### src/rtl/lcd_write_scheduler.sv
// Write scheduler in front of the LCD driver: queues decoded characters, tracks the
// cursor, and interleaves user clears and line-wrap commands with character writes.
module lcd_write_scheduler #(
    parameter int          FIFO_DEPTH  = 4,
    parameter int          COLS        = 16,
    parameter logic [7:0]  LINE2_ADDR  = 8'hC0,
    parameter logic [7:0]  CLEAR_CMD   = 8'h01,
    parameter int          ACK_TIMEOUT = 255
) (
    input  logic                    i_clk,
    input  logic                    i_rst,
    input  logic                    i_en,
    input  logic                    i_char_valid,
    input  logic [7:0]              i_char_data,
    input  logic                    i_clr_req,
    input  logic                    i_drv_busy,
    output logic                    o_drv_write,
    output logic [7:0]              o_drv_data,
    output logic                    o_drv_rs,
    output logic                    o_fifo_full,
    output logic                    o_dropped,
    output logic                    o_err,
    output logic [$clog2(COLS)-1:0] o_cursor_col,
    output logic                    o_cursor_row,
    output logic                    o_idle
);

    localparam int AW = $clog2(FIFO_DEPTH);
    localparam int CW = $clog2(COLS);
    localparam int TW = $clog2(ACK_TIMEOUT + 1);

    localparam logic [1:0] S_IDLE      = 2'd0;
    localparam logic [1:0] S_ISSUE     = 2'd1;
    localparam logic [1:0] S_WAIT_ACK  = 2'd2;
    localparam logic [1:0] S_WAIT_DONE = 2'd3;

    localparam logic [1:0] K_CHAR  = 2'd0;
    localparam logic [1:0] K_WRAP  = 2'd1;
    localparam logic [1:0] K_CLEAR = 2'd2;

    logic [7:0]    r_mem [FIFO_DEPTH];
    logic [AW-1:0] r_wr_ptr;
    logic [AW-1:0] r_rd_ptr;
    logic [AW:0]   r_count;
    logic          r_dropped;

    logic [1:0]    r_state;
    logic [1:0]    r_kind;
    logic          r_drv_write;
    logic [7:0]    r_drv_data;
    logic          r_drv_rs;
    logic [TW-1:0] r_timer;
    logic          r_err;
    logic [CW-1:0] r_col;
    logic          r_row;
    logic          r_clr_pending;
    logic          r_wrap_pending;

    logic w_empty, w_full, w_start, w_sel_clr, w_sel_wrap, w_pop, w_flush;
    logic w_push_req, w_push;

    assign w_empty    = (r_count == '0);
    assign w_full     = (r_count == (AW+1)'(FIFO_DEPTH));
    assign w_start    = (r_state == S_IDLE) && i_en && !i_drv_busy &&
                        (r_clr_pending || r_wrap_pending || !w_empty);
    assign w_sel_clr  = w_start && r_clr_pending;
    assign w_sel_wrap = w_start && !r_clr_pending && r_wrap_pending;
    assign w_pop      = w_start && !r_clr_pending && !r_wrap_pending;
    assign w_flush    = w_sel_clr;
    assign w_push_req = i_char_valid && i_en;
    // A flush frees every slot, so a character arriving with the clear is still kept.
    assign w_push     = w_push_req && (!w_full || w_pop || w_flush);

    // NOTE: the storage array has no reset; the count and pointers alone say which entries are live.
    always_ff @(posedge i_clk) begin
        if (w_push) r_mem[r_wr_ptr] <= i_char_data;
    end

    always_ff @(posedge i_clk or posedge i_rst) begin
        if (i_rst) begin
            r_wr_ptr  <= '0;
            r_rd_ptr  <= '0;
            r_count   <= '0;
            r_dropped <= 1'b0;
        end else begin
            r_dropped <= w_push_req && !w_push;
            if (w_push) r_wr_ptr <= r_wr_ptr + 1'b1;
            if (w_flush) begin
                r_rd_ptr <= r_wr_ptr;
                r_count  <= w_push ? (AW+1)'(1) : '0;
            end else begin
                if (w_pop) r_rd_ptr <= r_rd_ptr + 1'b1;
                case ({w_push, w_pop})
                    2'b10:   r_count <= r_count + 1'b1;
                    2'b01:   r_count <= r_count - 1'b1;
                    default: r_count <= r_count;
                endcase
            end
        end
    end

    always_ff @(posedge i_clk or posedge i_rst) begin
        if (i_rst) begin
            r_state        <= S_IDLE;
            r_kind         <= K_CHAR;
            r_drv_write    <= 1'b0;
            r_drv_data     <= '0;
            r_drv_rs       <= 1'b0;
            r_timer        <= '0;
            r_err          <= 1'b0;
            r_col          <= '0;
            r_row          <= 1'b0;
            r_clr_pending  <= 1'b1;
            r_wrap_pending <= 1'b0;
        end else begin
            r_drv_write <= 1'b0;
            r_err       <= 1'b0;
            case (r_state)
                S_IDLE: begin
                    if (w_start) begin
                        r_state     <= S_ISSUE;
                        r_drv_write <= 1'b1;
                        r_drv_rs    <= 1'b0;
                        if (w_sel_clr) begin
                            r_kind         <= K_CLEAR;
                            r_drv_data     <= CLEAR_CMD;
                            r_wrap_pending <= 1'b0;
                        end else if (w_sel_wrap) begin
                            r_kind         <= K_WRAP;
                            r_drv_data     <= r_row ? CLEAR_CMD : LINE2_ADDR;
                            r_wrap_pending <= 1'b0;
                        end else begin
                            r_kind     <= K_CHAR;
                            r_drv_data <= r_mem[r_rd_ptr];
                            r_drv_rs   <= 1'b1;
                        end
                    end
                end
                S_ISSUE: begin
                    r_state <= S_WAIT_ACK;
                    r_timer <= '0;
                end
                S_WAIT_ACK: begin
                    if (i_drv_busy) begin
                        r_state <= S_WAIT_DONE;
                    end else if (r_timer == TW'(ACK_TIMEOUT - 1)) begin
                        r_state <= S_IDLE;
                        r_err   <= 1'b1;
                    end else begin
                        r_timer <= r_timer + 1'b1;
                    end
                end
                S_WAIT_DONE: begin
                    if (!i_drv_busy) begin
                        r_state <= S_IDLE;
                        case (r_kind)
                            K_CHAR: begin
                                if (r_col == CW'(COLS - 1)) begin
                                    r_col          <= '0;
                                    r_wrap_pending <= 1'b1;
                                end else begin
                                    r_col <= r_col + 1'b1;
                                end
                            end
                            K_WRAP:  r_row <= ~r_row;
                            default: begin
                                r_col <= '0;
                                r_row <= 1'b0;
                            end
                        endcase
                    end
                end
                default: r_state <= S_IDLE;
            endcase
            // A new request in the same cycle as a clear issue must survive it.
            if (i_clr_req && i_en)  r_clr_pending <= 1'b1;
            else if (w_sel_clr)     r_clr_pending <= 1'b0;
        end
    end

    assign o_drv_write  = r_drv_write;
    assign o_drv_data   = r_drv_data;
    assign o_drv_rs     = r_drv_rs;
    assign o_fifo_full  = w_full;
    assign o_dropped    = r_dropped;
    assign o_err        = r_err;
    assign o_cursor_col = r_col;
    assign o_cursor_row = r_row;
    assign o_idle       = (r_state == S_IDLE) && w_empty && !r_clr_pending && !r_wrap_pending;

endmodule

### config.mk
export PLATFORM = sky130hd
export DESIGN_NAME = lcd_write_scheduler
export DESIGN_NICKNAME = d
export VERILOG_FILES = /design/src/rtl/lcd_write_scheduler.sv
export SDC_FILE = /design/constraint.sdc
export NUM_CORES = 1
export LEC_CHECK = 0
export CORE_ASPECT_RATIO = 1.4
export CORE_MARGIN = 5
export CORE_UTILIZATION = 61
export DETAILED_ROUTE_END_ITERATION = 8
export GPL_TIMING_DRIVEN = 0
export PLACE_DENSITY = 0.89
export SKIP_CTS_REPAIR_TIMING = 1
export SLEW_MARGIN = 30
export SYNTH_ARGS = -nofsm -noshare
export SYNTH_HDL_FRONTEND = slang
export SYNTH_SLANG_ARGS = --single-unit
### constraint.sdc
create_clock -name i_clk -period 8.6 [get_ports i_clk]
set_clock_uncertainty 0.2 [all_clocks]
set_input_delay 2.15 -clock i_clk [delete_from_list [all_inputs] [get_ports i_clk]]
set_output_delay 2.15 -clock i_clk [all_outputs]
set_load 0.01 [all_outputs]
==> impl_results.md, run 1 <==
* Status: finished clean
* DRC Markers at 0
* GP Congestion at 0.919
* Worst reg2reg path depth at 10
* Clk root buf: clkbuf_8
* Ys async rst share at 54.3%
* Initial antenna violation count at 0
* WL met3 at 253 um
* Most frequent cells in the layout: dfrtp_1, clkdlybuf4s50_1, edfxtp_1
* Top-area cell type share of the netlist area at 29.9%
* Total core area at 5160 um2
* Pin count of the biggest net entering global routing at 32
* F_max at 0.179 GHz
* Fraction of synthesized area in multiplexers at 6.61%
* Sequential share of the synthesized area at 59.4%
* Slew headroom at 56.2%
* FF/Latch Area at 1910 um2
* Synth warn at 0
* PortBufs at 32
* Synthesis-to-finish area growth at 19.4%
* Clock power frac at 23.4%
* Worst slew pin tran at 0.656 ns
* Peak supply drop at 0.165 mV
* Endpoints failing setup at 0
* Largest area contributor in the netlist: edfxtp_1
* Worst EP arrival at 5.59 ns
* First-pass GRT wire length at 11000 um
* Yosys reg bits at 70
* Vias at 2223
* Setup TNS at 0 ns
* Setup crit start: i_en
* Post-Syn Instances at 261
* Met2 WL at 3670 um
* Net Sw Frac at 34.2%
* Post-synthesis xor/xnor area fraction at 1.09%
* CTS Sinks at 70
* Psw at 0.000392 W
* Hold Path Class: reg -> reg
* Largest cells by area after synthesis: edfxtp_1, dfrtp_1, mux4_2
* Max FO, Critical Path at 10
* Die width at 71.4 um
* Overflow after GRT at 0
* CP Cell Sequence: clkdlybuf4s50_1 > nor4b_2 > o31ai_2 > clkbuf_1 > nor3_1 > fa_1 > nor2b_1 > a221o_1 > a2111oi_0 > o22ai_1
* Hold Violations, Final at 0
* DR top layer: met4
* Leakage at 1.50 nW
* Met1 WL at 2550 um
* Clock Latency Late Sink at 0.35 ns
* Commonest non-fill, non-tap cell in the layout: dfrtp_1
* Simple-Gate Fraction of Synth Area at 14.4%
* Worst path slowest cell: nor4b_2
* Total power draw at 0.00115 W
* Antenna Cells at 0
* Comb power frac at 34.0%
* ANT nets after route at 0
* Final Max Tran Viols at 0
* I/O pin cnt at 33
* CP Capture Point: r_count[2]$_DFFE_PP0P_
* Die area at 6850 um2
* Combinational family with the most area after synthesis: simple AND/OR/NAND/NOR gates
* Library cells used by synthesis at 54
* Initial core utilization at 62.4%
* Detailed Route Iter0 Violations at 135
* CTS Buf Count at 9
* H-tree levels at 3
* Post-synth net total at 283
* Post-synth top flop: dfrtp_1
* Row cnt at 31
* Final wirelength at 6610 um
* Final Cycle Share at 65.0%
* Final net count at 327
* Clock transition at path regs at 0.08 ns
* Area of the multi-input gates at 1210 um2
* Internal at 0.000756 W
* Worst Path Required at 8.60 ns
* Unrepaired setup endpoints after global routing: false
* Reg2reg start: r_wrap_pending$_DFFE_PP0P_
* Post-DR vias/cell at 5.91
* Detailed Place HPWL at 4790 um
* Crit Reg-Reg Endpoint: r_count[2]$_DFFE_PP0P_
* Vias in the first global route at 2302
* Fillers at 355
* PwrDens at 299 nW/um2
* Minimum clock period at 5.59 ns
* Hold_ws at 0.291 ns
* Crit. End Element: flip-flop
* Max Cap Viol at 0
* Compound-Gate Fraction of Synth Area at 12.2%
* Max Root-Sink Buffers at 2
* Startpoint types: input pin
* Layout cells sized above 1 at 13.2%
* R2R setup slack at 4.64 ns
* Sequential fraction of design power at 42.6%
* Synth Area in Adders at 3.34%
* DIE HEIGHT at 95.9 um
* Post-synth EDFFs at 32
* Area of the mapped netlist at 3220 um2
* Critical path class: in -> reg
* 1st-pass router iterations at 4
* Wire per inst at 17.6 um
* Crit-path max cell delay at 0.58 ns
* TritonCTS clock tree: done
* Global-route usage over all layers at 21.3%
* Post-synthesis area per instance at 12.3 um2
## area by class of cell
| class | count | share of cell area [%] |
|---|---|---|
| well taps | 66 | 2.15 |
| clock inverters | 7 | 2.05 |
| inverters | 8 | 0.781 |
| clock buffers | 9 | 3.22 |
| plain buffers | 13 | 1.63 |
| flip-flops and latches | 70 | 49.8 |
| multi-input cells | 170 | 31.5 |
| repair buffers | 33 | 8.85 |
## cells by family (layout without fill, tap and decap cells)
logic type,count (synthesis),after routing
simple gates,88,88
compound gates,59,59
mux,11,11
xor+xnor,4,4
flops,70,70
buf+inv,21,70
fa+ha+maj,8,8
## critical path: cells and delay by family
| family | cells | cell delay (ns) |
|---|---|---|
| compound gates | 4 | 1.33 |
| fa+ha+maj | 1 | 0.29 |
| buf+inv | 2 | 0.85 |
| simple gates | 3 | 0.95 |
## power groups by stage
stage	combinational [W]	clock (W)	sequential, W
finish	0.000391	0.000269	0.000489
global route	0.000434	0.000287	0.000500
CTS	0.000394	0.000273	0.000489
detailed placement	0.000391	0	0.000495
global placement	0.000370	0	0.000489
floorplan	0.000239	0	0.000492
## sequential cells by signal, summed over array words and instances (netlist names), 2 cells and up
signal and count:
r_kind 2, o_drv_data 8, r_mem 32, r_count 3, r_rd_ptr 2, r_state 2
r_wr_ptr 2, r_timer 8, o_cursor_col 4
## Yosys cell counts, types with 2 or more instances
master	count
or4_1	3
dfrtp_1	37
mux4_2	8
or3_1	3
nand2b_1	4
nor3b_1	2
nand2_1	30
a21oi_1	8
a2bb2oi_1	2
a31oi_1	2
a221o_1	2
xor2_1	2
nand3_1	8
a21o_1	3
nor2_1	9
and2_1	8
o31ai_1	7
or2_2	2
o21ai_0	22
nor3_1	8
clkbuf_1	9
ha_1	7
edfxtp_1	32
inv_1	8
xnor2_1	2
nor2b_1	2
mux2_2	2
a22o_1	3
## per-layer routing
layer	GRT usage, %	up-vias
li1	-	1051
met2	39.1	63
met5	0	-
met4	10.8	0
met1	23.2	1097
met3	4.08	12
## how the worst min path moves through the flow
stage | depth (start not counted) | endpoint | start | slack, ns
after detailed placement | 2 | o_drv_data[1]$_DFFE_PP0P_ | o_drv_data[1]$_DFFE_PP0P_ | 0.27
after global routing | 2 | o_drv_data[3]$_DFFE_PP0P_ | o_drv_data[3]$_DFFE_PP0P_ | 0.34
after floorplan | 1 | o_cursor_row$_DFFE_PP0P_ | r_kind[1]$_DFFE_PP0P_ | 0.28
after CTS | 2 | o_drv_data[1]$_DFFE_PP0P_ | o_drv_data[1]$_DFFE_PP0P_ | 0.29
final | 2 | o_drv_data[1]$_DFFE_PP0P_ | o_drv_data[1]$_DFFE_PP0P_ | 0.29
after global placement | 2 | o_drv_data[5]$_DFFE_PP0P_ | o_drv_data[5]$_DFFE_PP0P_ | 0.27
## stage by stage
step	cell area (um2)	util, %	worst slack, ns	cells
3_3_place_gp	3620	70.2	2.89	359
5_1_grt	3840	74.5	2.89	376
6_report	3840	74.5	3.01	376
2_1_floorplan	3220	-	3.93	261
4_1_cts	3840	74.5	3.13	376
3_5_place_dp	3640	70.6	2.78	360
No activity file was read; power rests on OpenSTA's default activity.
==> run 2: changes to the inputs <==
- CORE_UTILIZATION: 61 -> 56
- PLACE_DENSITY: 0.89 -> 0.83
- clock period: 8.6 -> 5.5 ns (I/O delays scaled with it)
==> run 2 against run 1 <==
Critical path depth is the same. Utilization shrank 5.7 points. Setup slack lost 2.1 ns. Combinational power grew 52%. Die area grew 7.8%. Sequential share of layout area grew 0.18 points. Largest power group unchanged.
==> impl_results.md, run 2 (synthesized netlist as in run 1, its figures left out) <==
* Status: finished clean
* Leakage at 1.48 nW (-0.82%)
* 1st-pass router iterations at 4 (unchanged)
* Post-Place Cell Area at 3640 um2 (about the same)
* Total core area at 5570 um2 (+7.9%)
* Final wirelength at 6220 um (-5.9%)
* DIE HEIGHT at 99.7 um (+3.9%)
* Design area at 3830 um2 (-0.36%)
* Pin count of the biggest net entering global routing at 31 (-3.1%)
* Critical path's top delay family: compound AO/OA/AOI/OAI gates
* Critical path class: in -> reg
* Initial core utilization at 57.8% (-4.6 points)
* Vias in the first global route at 2249 (-2.3%)
* Max Cap Viol at 0 (unchanged)
* Crit. End Element: flip-flop
* Reg2reg start: r_wrap_pending$_DFFE_PP0P_
* Final Util at 68.8% (-5.7 points)
* DRC Markers at 0 (unchanged)
* Antenna Cells at 0 (unchanged)
* Synthesis-to-finish area growth at 19.0%
* Detailed Place HPWL at 4330 um (-9.6%)
* Clock Latency Late Sink at 0.35 ns (about the same)
* Max Root-Sink Buffers at 2 (unchanged)
* R2R setup slack at 1.70 ns (-2.94 ns)
* Worst path slowest cell: nor4b_2
* Detailed Route Iter0 Violations at 104 (-23%)
* Overflow after GRT at 0 (unchanged)
* Reg with most FFs: r_mem
* Post-DR vias/cell at 5.70 (-3.5%)
* GP Congestion at 0.850 (-7.5%)
* PwrDens at 456 nW/um2 (+53%)
* First-pass GRT wire length at 10500 um (-4.5%)
* Final Max Tran Viols at 0 (unchanged)
* Row cnt at 32 (+3.2%)
* F_max at 0.217 GHz
* Commonest non-fill, non-tap cell in the layout: dfrtp_1
* Wire per inst at 16.5 um (-6.4%)
* Hold Violations, Final at 0 (unchanged)
* Crit Reg-Reg Endpoint: r_count[2]$_DFFE_PP0P_
* Setup crit start: i_en
* Die area at 7380 um2 (+7.8%)
* Crit-path max cell delay at 0.60 ns (+0.02 ns)
* Hold Path Class: reg -> reg
* Worst slew pin tran at 0.683 ns (+0.0278 ns)
* Clk root buf: clkbuf_8
* Clock transition at path regs at 0.09 ns (about the same)
* WP buf/inv at 2 (unchanged)
* CTS Sinks at 70 (unchanged)
* CTS Buf Count at 9 (unchanged)
* Worst reg2reg path depth at 10 (unchanged)
* Final net count at 327 (unchanged)
* WP depth at 10 (unchanged)
* I/O pin cnt at 33 (unchanged)
* Worst EP arrival at 4.62 ns (-0.97 ns)
* Setup TNS at 0 ns (unchanged)
* ANT nets after route at 0 (unchanged)
* Worst Path Required at 5.51 ns (-3.09 ns)
* Peak supply drop at 0.309 mV (+87%)
* TritonCTS clock tree: done
* Slew headroom at 54.2% (-2.0 points)
* Unrepaired setup endpoints after global routing: false
* H-tree levels at 3 (unchanged)
* Endpoints failing setup at 0 (unchanged)
* CP Cell Sequence: clkdlybuf4s50_1 > nor4b_2 > o31ai_2 > clkbuf_1 > nor3_1 > fa_1 > nor2b_1 > a221o_1 > a2111oi_0 > o22ai_1
* Max FO, Critical Path at 10 (unchanged)
* Most frequent cells in the layout: dfrtp_1, clkdlybuf4s50_1, edfxtp_1
* Initial antenna violation count at 0 (unchanged)
* Layout cells sized above 1 at 13.2% (unchanged)
* Global-route usage over all layers at 18.7% (-2.6 points)
* Total power draw at 0.00174 W (+52%)
* Minimum clock period at 4.61 ns
* PortBufs at 32 (unchanged)
* Final Cycle Share at 83.8%
* Die width at 74.1 um (+3.8%)
* CP Capture Point: r_count[2]$_DFFE_PP0P_
* Startpoint types: input pin
* Vias at 2156 (-3.0%)
* Largest register FFs at 32 (unchanged)
## run 2: cell count changes in the layout (fill, tap and decap cells not counted), sizes merged
cell / previous run / this run
clkinvlp: 0 / 1
bufinv: 1 / 0
## run 2: how the worst min path moves through the flow
stage | startpoint | end | slack [ns] | depth (start not counted)
detailed placement | o_drv_data[5]$_DFFE_PP0P_ | o_drv_data[5]$_DFFE_PP0P_ | 0.27 | 2
global placement | o_drv_data[1]$_DFFE_PP0P_ | o_drv_data[1]$_DFFE_PP0P_ | 0.26 | 2
floorplan | r_kind[1]$_DFFE_PP0P_ | o_cursor_row$_DFFE_PP0P_ | 0.28 | 1
global route | o_drv_rs$_DFFE_PP0P_ | o_drv_rs$_DFFE_PP0P_ | 0.33 | 2
CTS | o_drv_data[5]$_DFFE_PP0P_ | o_drv_data[5]$_DFFE_PP0P_ | 0.29 | 2
finish | o_drv_data[5]$_DFFE_PP0P_ | o_drv_data[5]$_DFFE_PP0P_ | 0.29 | 2
## run 2: report_power, final
group	leakage [nW]	switching (W)	internal, W
sequential	0.780	0.0000944	0.000668
clock	0.0927	0.000215	0.000173
combinational	0.612	0.000299	0.000296
## run 2: cell type report
cell class                      count  area [um2]
Sequential cell                    70        1910
Fill cell                         419        1740
Multi-Input combinational cell    170        1210
Timing Repair Buffer               33         340
Clock buffer                        9         124
Tap cell                           68        85.1
Clock inverter                      7        62.6
Buffer                             13        62.6
Inverter                            8        30.0
## run 2: worst register-to-register path: stages (launching register included)
cell	delay [ns]
dfrtp_1	0.40
or2_2	0.29
clkbuf_1	0.18
o31ai_2	0.60
clkbuf_1	0.44
nor3_1	0.12
fa_1	0.44
and4b_1	0.21
a221o_1	0.27
a2111oi_0	0.35
o22ai_1	0.15
## run 2: per-stage QoR
step / hold WS (ns) / setup slack (ns) / instances
5_1_grt: 0.329 / 0.608 / 378
4_1_cts: 0.293 / 0.882 / 378
6_report: 0.289 / 0.891 / 378
3_5_place_dp: 0.273 / 0.525 / 362
2_1_floorplan: 0.281 / 1.60 / 261
3_3_place_gp: 0.265 / 0.562 / 361
## run 2: per-layer routing
| layer | GRT usage [%] | vias up | part of all wire (%) | wire length (um) |
|---|---|---|---|---|
| met4 | 8.51 | 0 | 1.9 | 120 |
| met3 | 3.94 | 12 | 4.0 | 249 |
| li1 | - | 1058 | - | - |
| met5 | 0 | - | 0 | 0 |
| met2 | 32.2 | 29 | 54 | 3350 |
| met1 | 21.8 | 1057 | 40 | 2500 |
